## config.mk

```make
export PLATFORM = sky130hd
export DESIGN_NAME = semaphore_client
export DESIGN_NICKNAME = d
export VERILOG_FILES = /design/src/rtl/sem_proto_pkg.sv /design/src/rtl/sem_rsp_decode.sv /design/src/rtl/semaphore_client.sv
export SDC_FILE = /design/constraint.sdc
export NUM_CORES = 1
export LEC_CHECK = 0
export CAP_MARGIN = 20
export CORE_MARGIN = 2
export CORE_UTILIZATION = 47
export CTS_BUF_LIST = sky130_fd_sc_hd__clkbuf_16
export DETAILED_ROUTE_END_ITERATION = 12
export GPL_TIMING_DRIVEN = 0
export PLACE_DENSITY = 0.77
export REMOVE_ABC_BUFFERS = 1
export SYNTH_ARGS = -nofsm -noshare
export SYNTH_HDL_FRONTEND = slang
export SYNTH_SLANG_ARGS = --single-unit
```

## constraint.sdc

```tcl
create_clock -name CLK -period 2.8 [get_ports CLK]
set_input_delay 0.56 -clock CLK [delete_from_list [all_inputs] [get_ports CLK]]
set_output_delay 0.56 -clock CLK [all_outputs]
set_load 0.02 [all_outputs]
```

## src/rtl/sem_proto_pkg.sv

```systemverilog
// Shared protocol constants and types for the two-node semaphore (client and responder).
package sem_proto_pkg;

  localparam logic [15:0] SEM_START_BASE = 16'hFE00;
  localparam logic [15:0] SEM_STOP       = 16'hFEFF;
  localparam logic [15:0] SEM_POST       = 16'h0E10;
  localparam logic [15:0] SEM_WAIT       = 16'h0E20;
  localparam logic [15:0] SEM_IDLE       = 16'h0000;
  localparam logic [3:0]  SEM_TAG        = 4'hE;

  localparam int SEM_FULL_BIT  = 12;
  localparam int SEM_EMPTY_BIT = 13;

  typedef enum logic [1:0] {
    RSP_OK    = 2'b00,
    RSP_FULL  = 2'b01,
    RSP_EMPTY = 2'b10,
    RSP_ERR   = 2'b11
  } rsp_status_e;

  typedef enum logic [1:0] {
    S_IDLE,
    S_REQ,
    S_CMD,
    S_STOP
  } sem_state_e;

  function automatic logic [15:0] sem_start_word(input logic [3:0] prio);
    return SEM_START_BASE | {12'h000, prio};
  endfunction

endpackage

```

## src/rtl/sem_rsp_decode.sv

```systemverilog
// Combinational decode of the responder's reply word for one node.
module sem_rsp_decode
  import sem_proto_pkg::*;
#(
  parameter int NODE_ID = 0
) (
  input  logic [15:0] sem_in,
  output logic        is_match,
  output logic        is_idle,
  output logic [1:0]  status
);

  localparam logic [3:0] NODE_TAG = 4'(NODE_ID + 1);

  assign is_idle  = (sem_in == SEM_IDLE);
  assign is_match = (sem_in[11:0] == {SEM_TAG, 4'h0, NODE_TAG}) && (sem_in[15:14] == 2'b00);
  // Full/empty both set is a malformed reply and falls out as the error code.
  assign status   = {sem_in[SEM_EMPTY_BIT], sem_in[SEM_FULL_BIT]};

endmodule

```

## src/rtl/semaphore_client.sv

```systemverilog
// Semaphore initiator: lock request, post/wait command, reply decode with
// timeout/retry, and lock release, driving one node input of the responder.
module semaphore_client
  import sem_proto_pkg::*;
#(
  parameter int         NODE_ID     = 0,
  parameter logic [3:0] PRIORITY    = 4'd8,
  parameter int         ARB_CYCLES  = 2,
  parameter int         RSP_TIMEOUT = 16,
  parameter int         MAX_RETRY   = 3,
  parameter int         STOP_CYCLES = 2
) (
  input  logic        CLK,
  input  logic        RST,
  input  logic        cmd_valid,
  output logic        cmd_ready,
  input  logic        cmd_op,
  output logic [15:0] op_out,
  input  logic [15:0] sem_in,
  output logic        rsp_valid,
  output logic [1:0]  rsp_status
);

  localparam int PH_MAX = (ARB_CYCLES > STOP_CYCLES) ? ARB_CYCLES : STOP_CYCLES;
  localparam int PW     = $clog2(PH_MAX + 1);
  localparam int WW     = $clog2(RSP_TIMEOUT + 1);
  localparam int RW     = $clog2(MAX_RETRY + 1);
  localparam logic [15:0] START_WORD = sem_start_word(PRIORITY);

  sem_state_e    state_q, state_d;
  logic [15:0]   op_out_q, op_out_d;
  logic          rsp_valid_q, rsp_valid_d;
  logic [1:0]    rsp_status_q, rsp_status_d;
  logic          armed_q, armed_d;
  logic          cmd_op_q, cmd_op_d;
  logic [PW-1:0] phase_q, phase_d;
  logic [WW-1:0] wait_cnt_q, wait_cnt_d;
  logic [RW-1:0] retry_cnt_q, retry_cnt_d;

  logic       is_match, is_idle;
  logic [1:0] dec_status;

  sem_rsp_decode #(.NODE_ID(NODE_ID)) u_decode (
    .sem_in   (sem_in),
    .is_match (is_match),
    .is_idle  (is_idle),
    .status   (dec_status)
  );

  always_comb begin
    state_d      = state_q;
    op_out_d     = op_out_q;
    rsp_valid_d  = 1'b0;
    rsp_status_d = rsp_status_q;
    armed_d      = armed_q;
    cmd_op_d     = cmd_op_q;
    phase_d      = phase_q;
    wait_cnt_d   = wait_cnt_q;
    retry_cnt_d  = retry_cnt_q;

    // An idle word proves any earlier reply has been withdrawn.
    if ((state_q == S_REQ || state_q == S_CMD) && is_idle) armed_d = 1'b1;

    unique case (state_q)
      S_IDLE: begin
        op_out_d = SEM_IDLE;
        if (cmd_valid) begin
          cmd_op_d    = cmd_op;
          retry_cnt_d = '0;
          phase_d     = '0;
          armed_d     = 1'b0;
          state_d     = S_REQ;
          op_out_d    = START_WORD;
        end
      end
      S_REQ: begin
        if (phase_q == PW'(ARB_CYCLES - 1)) begin
          state_d    = S_CMD;
          wait_cnt_d = '0;
          op_out_d   = cmd_op_q ? SEM_WAIT : SEM_POST;
        end else if (phase_q != PW'(PH_MAX)) begin
          phase_d = phase_q + 1'b1;
        end
      end
      S_CMD: begin
        if (armed_q && is_match) begin
          rsp_status_d = dec_status;
          rsp_valid_d  = 1'b1;
          state_d      = S_STOP;
          phase_d      = '0;
          op_out_d     = SEM_STOP;
        end else if (wait_cnt_q == WW'(RSP_TIMEOUT - 1)) begin
          if (retry_cnt_q < RW'(MAX_RETRY - 1)) begin
            retry_cnt_d = retry_cnt_q + 1'b1;
            phase_d     = '0;
            armed_d     = 1'b0;
            state_d     = S_REQ;
            op_out_d    = START_WORD;
          end else begin
            rsp_status_d = RSP_ERR;
            rsp_valid_d  = 1'b1;
            state_d      = S_STOP;
            phase_d      = '0;
            op_out_d     = SEM_STOP;
          end
        end else if (wait_cnt_q != WW'(RSP_TIMEOUT)) begin
          wait_cnt_d = wait_cnt_q + 1'b1;
        end
      end
      S_STOP: begin
        if (phase_q == PW'(STOP_CYCLES - 1)) begin
          state_d  = S_IDLE;
          op_out_d = SEM_IDLE;
        end else if (phase_q != PW'(PH_MAX)) begin
          phase_d = phase_q + 1'b1;
        end
      end
      default: begin
        state_d  = S_IDLE;
        op_out_d = SEM_IDLE;
      end
    endcase
  end

  always_ff @(posedge CLK) begin
    if (RST) begin
      state_q      <= S_IDLE;
      op_out_q     <= SEM_IDLE;
      rsp_valid_q  <= 1'b0;
      rsp_status_q <= RSP_OK;
      armed_q      <= 1'b0;
      cmd_op_q     <= 1'b0;
      phase_q      <= '0;
      wait_cnt_q   <= '0;
      retry_cnt_q  <= '0;
    end else begin
      state_q      <= state_d;
      op_out_q     <= op_out_d;
      rsp_valid_q  <= rsp_valid_d;
      rsp_status_q <= rsp_status_d;
      armed_q      <= armed_d;
      cmd_op_q     <= cmd_op_d;
      phase_q      <= phase_d;
      wait_cnt_q   <= wait_cnt_d;
      retry_cnt_q  <= retry_cnt_d;
    end
  end

  assign cmd_ready  = (state_q == S_IDLE);
  assign op_out     = op_out_q;
  assign rsp_valid  = rsp_valid_q;
  assign rsp_status = rsp_status_q;

endmodule

```

# Yosys cells after proc, flatten, opt, wreduce, memory -nomap -nowiden
# Cells that the tools add are included.
# classes
reduce_logical	19
addsub	3
bitwise	1
n_eq_ne	20
order_cmp	1
mux	42
# op_table
op	count
two-way mux 16 bit	5
one-hot mux 16 bit (4 select lines)	1
two-way mux 2 bit	17
two-way mux 5 bit	4
logical NOT 16 bit	1
!= test 2 bit, second input constant	7
== test 12 bit, second input constant	1
!= test 2 x 1 -> 1 bit, second input constant	5
one-hot mux 5 bit (2 select lines)	1
AND reduction 5 bit	2
two-way mux 1 bit	8
two-way mux 8 bit	1
one-hot mux 2 bit (4 select lines)	1
AND reduction 4 bit	2
two-way mux 6 bit	1
one-hot mux 2 bit (3 select lines)	1
AND reduction 3 bit	2
nonzero test 2 bit	3
adder 5 x 1 -> 5 bit, second input constant	1
== test 5 x 4 -> 1 bit, second input constant	1
!= test 5 bit, second input constant	1
adder 2 x 1 -> 2 bit, second input constant	2
== test 2 x 1 -> 1 bit, second input constant	2
== test 2 bit, second input constant	2
other kinds (10)	14
# word_totals
register_bits	32
out_inout_bits	20

# Longest topological paths before layout
# depth
word_depth	8
ltp_mapped	8
mapped_depth_nobuf	7

# Hierarchy
# A second synthesis with hierarchy kept.
# hier_totals
hier_cells	150
hier_area_um2	1267.5
# by_module_without_submodules
mod	instances	cells_each	seq_area_each_um2	area_each_um2
semaphore_client	1	140	420.4	1177.4
sem_rsp_decode	1	10	0.0	90.1

# Worst setup path before layout
# OpenSTA, ideal clock, no wires.
# synth_timing
path_kind	input -> register
startpoint	input port sem_in[3]
endpoint	register op_out_q[4], in the netlist op_out[4]
required_time_ps	2679
path_stages	4
t_arrival_ps	2250
n_path_buf	0
slack_ps	430
path_cell_list	or4_1 > or4_4 > a21oi_2 > mux2_2
# synth_via
elab_chain_len	5
word_cells_on_any_way	7
classes_between	eq/ne (2); mux (2); reduce/logical (3)
# synth_lines
item	line_no	source
from (decl)	semaphore_client.sv:19	input logic [15:0] sem_in,
== test 12 bit (*)	sem_rsp_decode.sv:16	assign is_match = (sem_in[11:0] == {SEM_TAG, 4'h0, NODE_TAG}) && (sem_in[15:14] == 2'b00);
logical AND 1 bit (*)	sem_rsp_decode.sv:16	
logical AND 1 bit (*)	semaphore_client.sv:86	if (armed_q && is_match) begin
two-way mux 16 bit / != test 3 x 1 -> 1 bit (equally long branches)	n/a	
one-hot mux 16 bit (4 select lines) / AND reduction 3 bit (equally long branches)	n/a	
to (signal assigned)	semaphore_client.sv:138	op_out_q <= op_out_d;
to (decl)	semaphore_client.sv:31	logic [15:0] op_out_q, op_out_d;
# Mark *: on every way between the ends. The rest lies on a longest branch, timed or not.
# A chain may end at the register's enable or synchronous reset.

# Worst setup path in the final report
# Same ends and word-level chain as after synthesis.

==> out/qor.txt <==
Comb pwr share -> 48.0%
Global-route wire length before repair -> 5.361 mm
Seq pwr share -> 29.3%
Num Clock Sinks -> 21
Psw -> 0.5022 mW
Slowest CP cell -> or4_4
Max Root-Sink Buffers -> 2
Leak Pwr -> 0.6220 nW
Yosys warning total -> 0
Drc violations -> 0
Antenna viol nets, final -> 0
RSZ-0062 raised after global routing -> true
Sw Share -> 38.44%
Cell accounting for the most synthesized area -> dfxtp_1
Top Ports -> 40
Grt total ovfl -> 0
Clock Skews -> 0.001212 ns
Via count -> 1265
Clock share of power -> 22.6%
Startpoint Class -> input pin
Share of the synthesized area in the top cell type -> 31.05%
Slowest stage delay, CP -> 0.65 ns
Area growth syn-to-layout -> 28.56%
Post-synth ARST share -> 0%
Worst hold path class -> register to register
Antenna violations before repair -> 0
Tot Pwr -> 1.306 mW
Max Slew Vio Count -> 0
Critical Path, Cell by Cell -> clkdlybuf4s50_1 > or4_1 > or4_4 > a21oi_2 > mux2_2
Initial drt markers -> 34
Non-filler cells, final -> 217
Diode count -> 0
Final #Nets -> 216
Die H -> 57.67 um
Least-Margin Pin Slew -> 0.7064 ns
Crit Path Max Fanout -> 11
Root buf cell -> clkbuf_16
Storage element area -> 420.4 um2
Share of cells above drive strength 1 -> 6.989%
Wire per inst -> 14.61 um
Critical path data required time -> 2.94 ns
Clock-pin slew on the worst setup and hold paths -> 0.06 ns
# fillers -> 242
Number of enable flip-flop cells after synthesis -> 0
Crit path DAT -> 2.90 ns
Synth Area per Inst -> 8.306 um2
Ys flop type -> dfxtp_1
Setup violators final -> 0
Area contributors post-synth -> dfxtp_1 (31%), ha_1 (8.3%), buf_4 (6.1%)
Post-DP HPWL -> 2.357 mm
FP Rows -> 19
Die area -> 3326 um2
Max Fclk -> 362.3 MHz
Placed cell count -> 213
Final core occ -> 63.11%
Initial Utilization -> 49.09%
Hold slack -> 0.4574 ns
Clock period minus worst slack -> 2.760 ns
Synth Register Bits -> 21
Total of max-cap violations -> 0
Die span in x -> 57.67 um
DRT Wirelength -> 3.171 mm
Pin count of the biggest net entering global routing -> 21
Multi-input logic area -> 779.5 um2
Relative slew slack -> 52.16%
GPL Wtd Cong -> 0.8715
H-tree depth -> 1
Power Internal -> 0.8042 mW
Vias per inst -> 5.829
Clk_lat worst skew -> 0.25 ns
GRT Util Overall -> 20.17%
Setup TNS -> 0 ns
Seq/Total Area, Yosys -> 31.05%
Final period util -> 98.57%
Clock buffer count from CTS -> 3
Synthesized area -> 1354 um2
Distinct cell type count after synthesis -> 46
CTS tree -> done
Critical path endpoint category -> register
Worst setup path category -> input pin to register
DR pass1 iterations -> 4
CORE AREA -> 2758 um2
Worst VDD drop -> 0.0009957 V
Port Buffers -> 38
Pwr dens -> 750.6 nW/um2
Synthesized instance count -> 163
Final hold violation count -> 0
Vias in the first global route -> 1251
Outcome -> complete, no violations
Post-CTS setup buffers -> 0
layout make-up:
class	count	share of cell area [%]
Clock buffer	3	4.313
Clock inverter	1	0.2876
Inverter	9	1.941
Multi-Input combinational cell	113	44.79
Sequential cell	21	24.16
Tap cell	31	2.229
Timing Repair Buffer	39	22.29
cell usage after synthesis (5+ instances only):
master,n
inv_1,9
ha_1,9
a21oi_1,8
o21ai_0,8
nor3_1,6
buf_4,11
dfxtp_1,21
nor2_1,8
clkbuf_1,5
nand2_1,13
nand3_1,5
sequential cells by signal (all words and copies together), names as in the netlist:
name         count
wait_cnt_q       5
op_out           5
rsp_valid        1
cmd_op_q         1
state_q          2
phase_q          2
rsp_status       2
armed_q          1
retry_cnt_q      2
kinds of logic (layout without fill, tap and decap cells):
| kind of cell | Yosys count | count (layout) | synth area share (%) |
|---|---|---|---|
| mux | 5 | 5 | 3.789 |
| other cells | 1 | 1 | 0.2770 |
| flops | 21 | 21 | 31.05 |
| compound gates | 38 | 38 | 19.78 |
| fa+ha+maj | 9 | 9 | 8.318 |
| buf+inv | 29 | 52 | 11.83 |
| simple gates | 60 | 60 | 24.95 |
per-layer routing:
metal | up-vias | GRT usage (%) | part of all wire (%)
li1 | 633 | - | -
met1 | 589 | 22.27 | 43
met2 | 37 | 36.69 | 52
met3 | 6 | 6.027 | 3.8
met4 | 0 | 6.645 | 1.3
met5 | - | 0 | 0
cell usage in the layout (no fill, tap or decap), types with 2 or more instances in the layout:
master	n
nand2_1	13
o211ai_1	4
nand2b_1	4
nor3_1	6
a311o_1	2
mux2i_1	4
a2111o_1	2
clkdlybuf4s50_1	38
a31oi_1	2
nor2_1	8
nand3_1	5
nor2b_1	4
clkbuf_16	3
ha_1	9
or4_1	2
nor4_1	3
o221a_2	2
o21ai_0	8
dfxtp_1	21
a21oi_1	8
nor4b_1	2
a211oi_1	2
inv_1	9
or3_1	3
or4_4	2
timing repair:
| item | CTS | global route |
|---|---|---|
| hold buffers | 0 | 0 |
| hold endpoints to repair | 0 | 0 |
| gates resized for setup | 0 | 1 |
| setup endpoints to repair | 0 | 2 |
power by group through the flow:
stage	sequential, mW	clock (mW)	combinational, mW
after CTS	0.384	0.305	0.626
after global routing	0.391	0.321	0.680
after detailed placement	0.389	0	0.621
final	0.383	0.296	0.628
after floorplan	0.458	0	0.309
after global placement	0.385	0	0.609
critical path: cells and delay by family:
family	cells	cell delay [ns]
buf+inv	1	0.39
simple gates	2	1.25
mux	1	0.37
compound gates	1	0.33
path summary, 6_finish.rpt:
path	start	to	slack, ns	cells past startpoint
worst min register to register	op_out[5]	op_out[5]	0.46	2
worst max register to register	wait_cnt_q[0]	wait_cnt_q[4]	0.28	7
worst min-delay path	op_out[5]	op_out[5]	0.46	2
worst max-delay path	sem_in[3]	op_out[4]	0.04	5
metrics by stage:
step	setup WS (ns)	cell area, um2
6_report	0.04007	1740
5_1_grt	-0.006494	1740
4_1_cts	0.06209	1740
3_5_place_dp	-0.2016	1660
3_3_place_gp	-0.7204	1647
2_1_floorplan	0.1768	1227
(Power assumes the default switching activity.)
